===== src/rtl/toy_bpu_ras.sv =====
// Return-address stack for a toy branch predictor: a speculative stack feeding
// predictions and a committed stack that restores it on backend redirects.
package toy_pack;
  localparam int unsigned ADDR_WIDTH = 32;

  typedef struct packed {
    logic [1:0]            inst_type;  // {is_ret, is_call}
    logic [ADDR_WIDTH-1:0] pc;
    logic                  is_cext;
  } ras_pkg;
endpackage

module toy_bpu_ras #(
  parameter int unsigned RAS_DEPTH  = 8,
  parameter int unsigned ADDR_WIDTH = toy_pack::ADDR_WIDTH
) (
  input  logic                         clk,
  input  logic                         rst,
  input  logic                         ras_req_vld,
  input  toy_pack::ras_pkg             ras_req_pld,
  output logic                         ras_ack_vld,
  output logic [ADDR_WIDTH-1:0]        ras_ack_pld,
  input  logic                         cmt_vld,
  input  logic [1:0]                   cmt_inst_type,
  input  logic [ADDR_WIDTH-1:0]        cmt_pc,
  input  logic                         cmt_is_cext,
  input  logic                         be_chgflw_vld,
  output logic [$clog2(RAS_DEPTH):0]   ras_cnt
);

  localparam int unsigned PW = $clog2(RAS_DEPTH);
  localparam int unsigned CW = PW + 1;

  typedef logic [ADDR_WIDTH-1:0] addr_t;

  typedef struct packed {
    logic          we;
    logic [PW-1:0] widx;
    logic [PW-1:0] top;
    logic [CW-1:0] cnt;
  } upd_t;

  addr_t         spec_mem [RAS_DEPTH];
  addr_t         cmt_mem  [RAS_DEPTH];
  logic [PW-1:0] spec_top;
  logic [PW-1:0] cmt_top;
  logic [CW-1:0] spec_cnt;
  logic [CW-1:0] cmt_cnt;

  upd_t  spec_u;
  upd_t  cmt_u;
  addr_t spec_wdata;
  addr_t cmt_wdata;

  // Next pointer/count and write slot for one stack given {is_ret,is_call}.
  function automatic upd_t stack_upd(input logic [1:0]    op,
                                     input logic [PW-1:0] top,
                                     input logic [CW-1:0] cnt);
    upd_t u;
    u.we   = 1'b0;
    u.widx = top;
    u.top  = top;
    u.cnt  = cnt;
    case (op)
      2'b01: begin
        u.we   = 1'b1;
        u.widx = top + PW'(1);
        u.top  = top + PW'(1);
        if (cnt != CW'(RAS_DEPTH)) u.cnt = cnt + CW'(1);
      end
      2'b10: begin
        if (cnt != '0) begin
          u.top = top - PW'(1);
          u.cnt = cnt - CW'(1);
        end
      end
      2'b11: begin
        // An empty stack has no top entry to replace, so fall back to a push.
        if (cnt == '0) begin
          u.we   = 1'b1;
          u.widx = top + PW'(1);
          u.top  = top + PW'(1);
          u.cnt  = CW'(1);
        end else begin
          u.we   = 1'b1;
          u.widx = top;
        end
      end
      default: ;
    endcase
    return u;
  endfunction

  function automatic addr_t ret_addr(input addr_t pc, input logic is_cext);
    return pc + (is_cext ? ADDR_WIDTH'(2) : ADDR_WIDTH'(4));
  endfunction

  always_comb begin
    cmt_u      = stack_upd(cmt_vld ? cmt_inst_type : 2'b00, cmt_top, cmt_cnt);
    cmt_wdata  = ret_addr(cmt_pc, cmt_is_cext);
    spec_u     = stack_upd(ras_req_vld ? ras_req_pld.inst_type : 2'b00, spec_top, spec_cnt);
    spec_wdata = ret_addr(ADDR_WIDTH'(ras_req_pld.pc), ras_req_pld.is_cext);
  end

  // Pointers and counts; a redirect copies the committed next state.
  always_ff @(posedge clk) begin
    if (rst) begin
      spec_top <= '0;
      spec_cnt <= '0;
      cmt_top  <= '0;
      cmt_cnt  <= '0;
    end else begin
      cmt_top <= cmt_u.top;
      cmt_cnt <= cmt_u.cnt;
      if (be_chgflw_vld) begin
        spec_top <= cmt_u.top;
        spec_cnt <= cmt_u.cnt;
      end else begin
        spec_top <= spec_u.top;
        spec_cnt <= spec_u.cnt;
      end
    end
  end

  // Entry storage is unreset; validity is tracked by the counts alone.
  always_ff @(posedge clk) begin
    for (int unsigned i = 0; i < RAS_DEPTH; i++) begin
      if (cmt_u.we && (cmt_u.widx == PW'(i))) cmt_mem[i] <= cmt_wdata;
      if (be_chgflw_vld) begin
        spec_mem[i] <= (cmt_u.we && (cmt_u.widx == PW'(i))) ? cmt_wdata : cmt_mem[i];
      end else if (spec_u.we && (spec_u.widx == PW'(i))) begin
        spec_mem[i] <= spec_wdata;
      end
    end
  end

  assign ras_ack_vld = (spec_cnt != '0);
  assign ras_ack_pld = spec_mem[spec_top];
  assign ras_cnt     = spec_cnt;

endmodule


===== config.mk =====
export PLATFORM = sky130hd
export DESIGN_NAME = toy_bpu_ras
export DESIGN_NICKNAME = d
export VERILOG_FILES = /design/src/rtl/toy_bpu_ras.sv
export SDC_FILE = /design/constraint.sdc
export NUM_CORES = 1
export LEC_CHECK = 0
export BUFFER_PORTS_ARGS = -buffer_cell sky130_fd_sc_hd__buf_2
export CAP_MARGIN = 30
export CORE_MARGIN = 8
export CORE_UTILIZATION = 60
export CTS_CLUSTER_DIAMETER = 150
export DETAILED_ROUTE_END_ITERATION = 8
export GPL_ROUTABILITY_DRIVEN = 0
export PLACE_DENSITY = 0.78
export SKIP_CTS_REPAIR_TIMING = 1
export SLEW_MARGIN = 15
export SYNTH_ARGS = -nofsm -noshare
export SYNTH_HDL_FRONTEND = slang
export SYNTH_SLANG_ARGS = --single-unit

===== constraint.sdc =====
create_clock -name clk -period 16.83 [get_ports clk]
set_clock_uncertainty 0.2 [all_clocks]
set_input_delay 0.8415 -clock clk [delete_from_list [all_inputs] [get_ports clk]]
set_output_delay 0.8415 -clock clk [all_outputs]
set_load 0.005 [all_outputs]

==> qor.csv <==
stage,metric,value,unit
sta,Slew HR,29.4,%
setup_path,Worst Path Required,16.98,ns
setup_path,Crit. End Element,register,
die,row cnt,75,
power,Power Density,145,mW/mm^2
grt,met2 GRT Util,48.2,%
setup_path,last element of the critical path,spec_mem[0][1],
synthesis,share of flip-flops with an asynchronous set or reset,0,%
die,die height,221,um
power,Sw Pwr,0.00114,W
synthesis,most common flop cell mapped by yosys,dfxtp_1,
layout,"leading cell type in the layout, fill and taps excluded",nor2_1,
clocking,CTS buffer count,52,
place,pre-CTS setup slack,11.68,ns
setup_path,capturing point of the worst reg2reg path,spec_mem[0][1],
power,clock power share,28.4,%
sta,worst-margin pin slew,1.06,ns
sta,worst hold slack,0.253,ns
synthesis,"Distinct cells, synth",72,
setup_path,r2r startpoint,spec_top[0],
sta,Final setup viols,0,
clocking,Worst-Skew Late Latency,0.60,ns
detailed_routing,via count,19788,
synthesis,synthesized netlist cell count,2224,
layout,most frequent cells in the layout,"286 x nor2_1, 270 x dfxtp_1, 256 x edfxtp_1",
layout,ANT cells,0,
detailed_routing,First DRT Iteration DRCs,2947,
grt,grt met1 use,38.4,%
synthesis,Netlist Area Pre-Place,0.0253,mm^2
sta,Final Hold Violating Endpoints,0,
hold_path,Worst Hold Class,register to register,
setup_path,Critical Path AT,4.79,ns
power,Leakage,11.1,nW
run,max-cap violation count,0,
detailed_routing,routed wire length,76400,um
clocking,clk root buf,clkbuf_16,
power,Max VDD drop,122,uV
sta,Final Max Slew Viols,0,
sta,post-route setup slack,12.19,ns
layout,fill count,2987,
power,sequential share of power,48.8,%
place,Final HPWL DP,46000,um
die,Starting Density,60.5,%
layout,fin util,67.3,%
power,Sw Ratio,28.0,%
clocking,clock-pin slew on the worst setup and hold paths,0.06,ns
layout,share of layout cells above drive strength 1,19.4,%
place,Port Buffers,111,
detailed_routing,post-route ant nets,0,
synthesis,Post-Synthesis Net Count,2316,
grt,met3 Resource Use GR,7.00,%
grt,initial antenna violation count,1,
sta,Final period util,27.6,%
die,IO Pins,112,
sta,Final min period,4.64,ns
setup_path,FF-to-FF path depth,9,
grt,largest net degree at the start of global routing,76,
setup_path,crit path from,ras_req_vld,
status,status,completed,
power,combinational power share,22.7,%
power,Int Power,0.00294,W
grt,Total GRT Usage,30.1,%
clocking,CTS sink cnt,529,
layout,nets,2365,
synthesis,syn avg cell area,11.4,um^2
grt,first-pass GRT wire length,115000,um
clocking,CTS HTree Levels,2,
synthesis,count of flip-flops with a built-in enable after synthesis,256,
grt,Top Usage Layer GRT,met2,
detailed_routing,DRC Markers,0,
grt,GRT overflow,0,
setup_path,crit-path max FO,75,
layout,Layout Area Growth over Synthesis,11.2,%
detailed_routing,vias per cell,6.93,
setup_path,Startpoint Class,input pin,
clocking,clk buf depth,3,
setup_path,Reg2Reg Setup Slack,12.59,ns
power,Pwr Total,0.00408,W
grt,number of global-route vias before repair,19582,
synthesis,Yosys reg bits,529,
sta,RSZ-0062 raised after global routing,no,
detailed_routing,first-pass iteration count of the detailed router,6,
die,Die ar.,0.0490,mm^2
die,Die Wd,221,um
sta,FMAX,216,MHz
detailed_routing,WL/cell,26.7,um
synthesis,sequential element share of the synthesized area,52.0,%
die,core footprint,0.0418,mm^2
clocking,CTS tree,done,
synthesis,YS warnings,0,
setup_path,CP Class,input pin to register,
sta,setup tns final,0,ns
## power by group through the flow
stage	Sequential [W]	Clock [W]	Combinational (W)
floorplan	0.00196	0	0.000682
global placement	0.00199	0	0.000858
detailed placement	0.00201	0	0.000908
CTS	0.00199	0.00117	0.000919
global route	0.00203	0.00122	0.00101
finish	0.00199	0.00116	0.000928
## synth_stat cells (all sizes together), types with 24 or more instances
library cell / instances / area [um^2]
nor3: 135 / 681
o22ai: 131 / 826
nand2: 43 / 161
xnor2: 33 / 289
dfxtp: 273 / 5470
o32ai: 128 / 1120
edfxtp: 256 / 7690
nor4: 24 / 221
mux2i: 209 / 2090
mux2: 80 / 901
nor2: 286 / 1070
inv: 128 / 480
buf: 87 / 527
clkbuf: 86 / 323
mux4: 64 / 1440
## worst max-delay path, cell delays in order
cell and delay [ns]:
buf_2 0.09, nand2_1 0.31, inv_1 0.23, ha_1 0.42, o41a_1 0.25, o21ai_1 0.12, o31ai_4 0.09, buf_4 0.81
or3_2 0.65, buf_4 0.48, mux2_2 0.39
## registers in the layout, summed over array words and instances (netlist names), named ones only
register,flops
spec_top,3
ras_cnt,4
spec_mem,256
cmt_cnt,4
cmt_top,3
cmt_mem,256
## how the worst min path moves through the flow
stage                               from             end  slack, ns  cells past startpoint
after global routing      cmt_mem[0][43]  cmt_mem[0][43]       0.27                      2
after CTS                  cmt_mem[0][6]   cmt_mem[0][6]       0.25                      2
after floorplan           cmt_mem[1][11]  cmt_mem[1][11]       0.22                      2
after detailed placement  cmt_mem[0][10]  cmt_mem[0][10]       0.24                      2
final                     cmt_mem[0][39]  cmt_mem[0][39]       0.25                      2
after global placement    cmt_mem[1][11]  cmt_mem[1][11]       0.23                      2
## metal layers
metal  part of all wire (%)  routed length [um]
met5                  0.017                  13
met4                    5.7                4360
met3                     13                9560
met2                     46               34800
met1                     36               27600
## logic make-up after synthesis
family,count (synthesis),synth area share [%]
buf+inv,301,5.26
flops,529,52.0
simple gates,599,11.4
fa+ha+maj,17,0.901
xor+xnor,51,1.77
mux,353,17.5
compound gates,374,11.1
## per-stage QoR
stage          cells  area (um^2)
2_1_floorplan   2224        25300
3_3_place_gp    2743        26200
3_5_place_dp    2755        26400
4_1_cts         2853        28100
5_1_grt         2856        28100
6_report        2856        28100
## area by class of cell
type,count,area [um^2],share of cell area (%)
Sequential cell,529,13200,46.8
Clock buffer,71,1490,5.28
Clock inverter,27,218,0.774
Timing Repair Buffer,168,1080,3.83
Multi-Input combinational cell,1394,11000,39.2
Inverter,128,480,1.71
Tap cell,539,674,2.40
(Power assumes the default switching activity.)
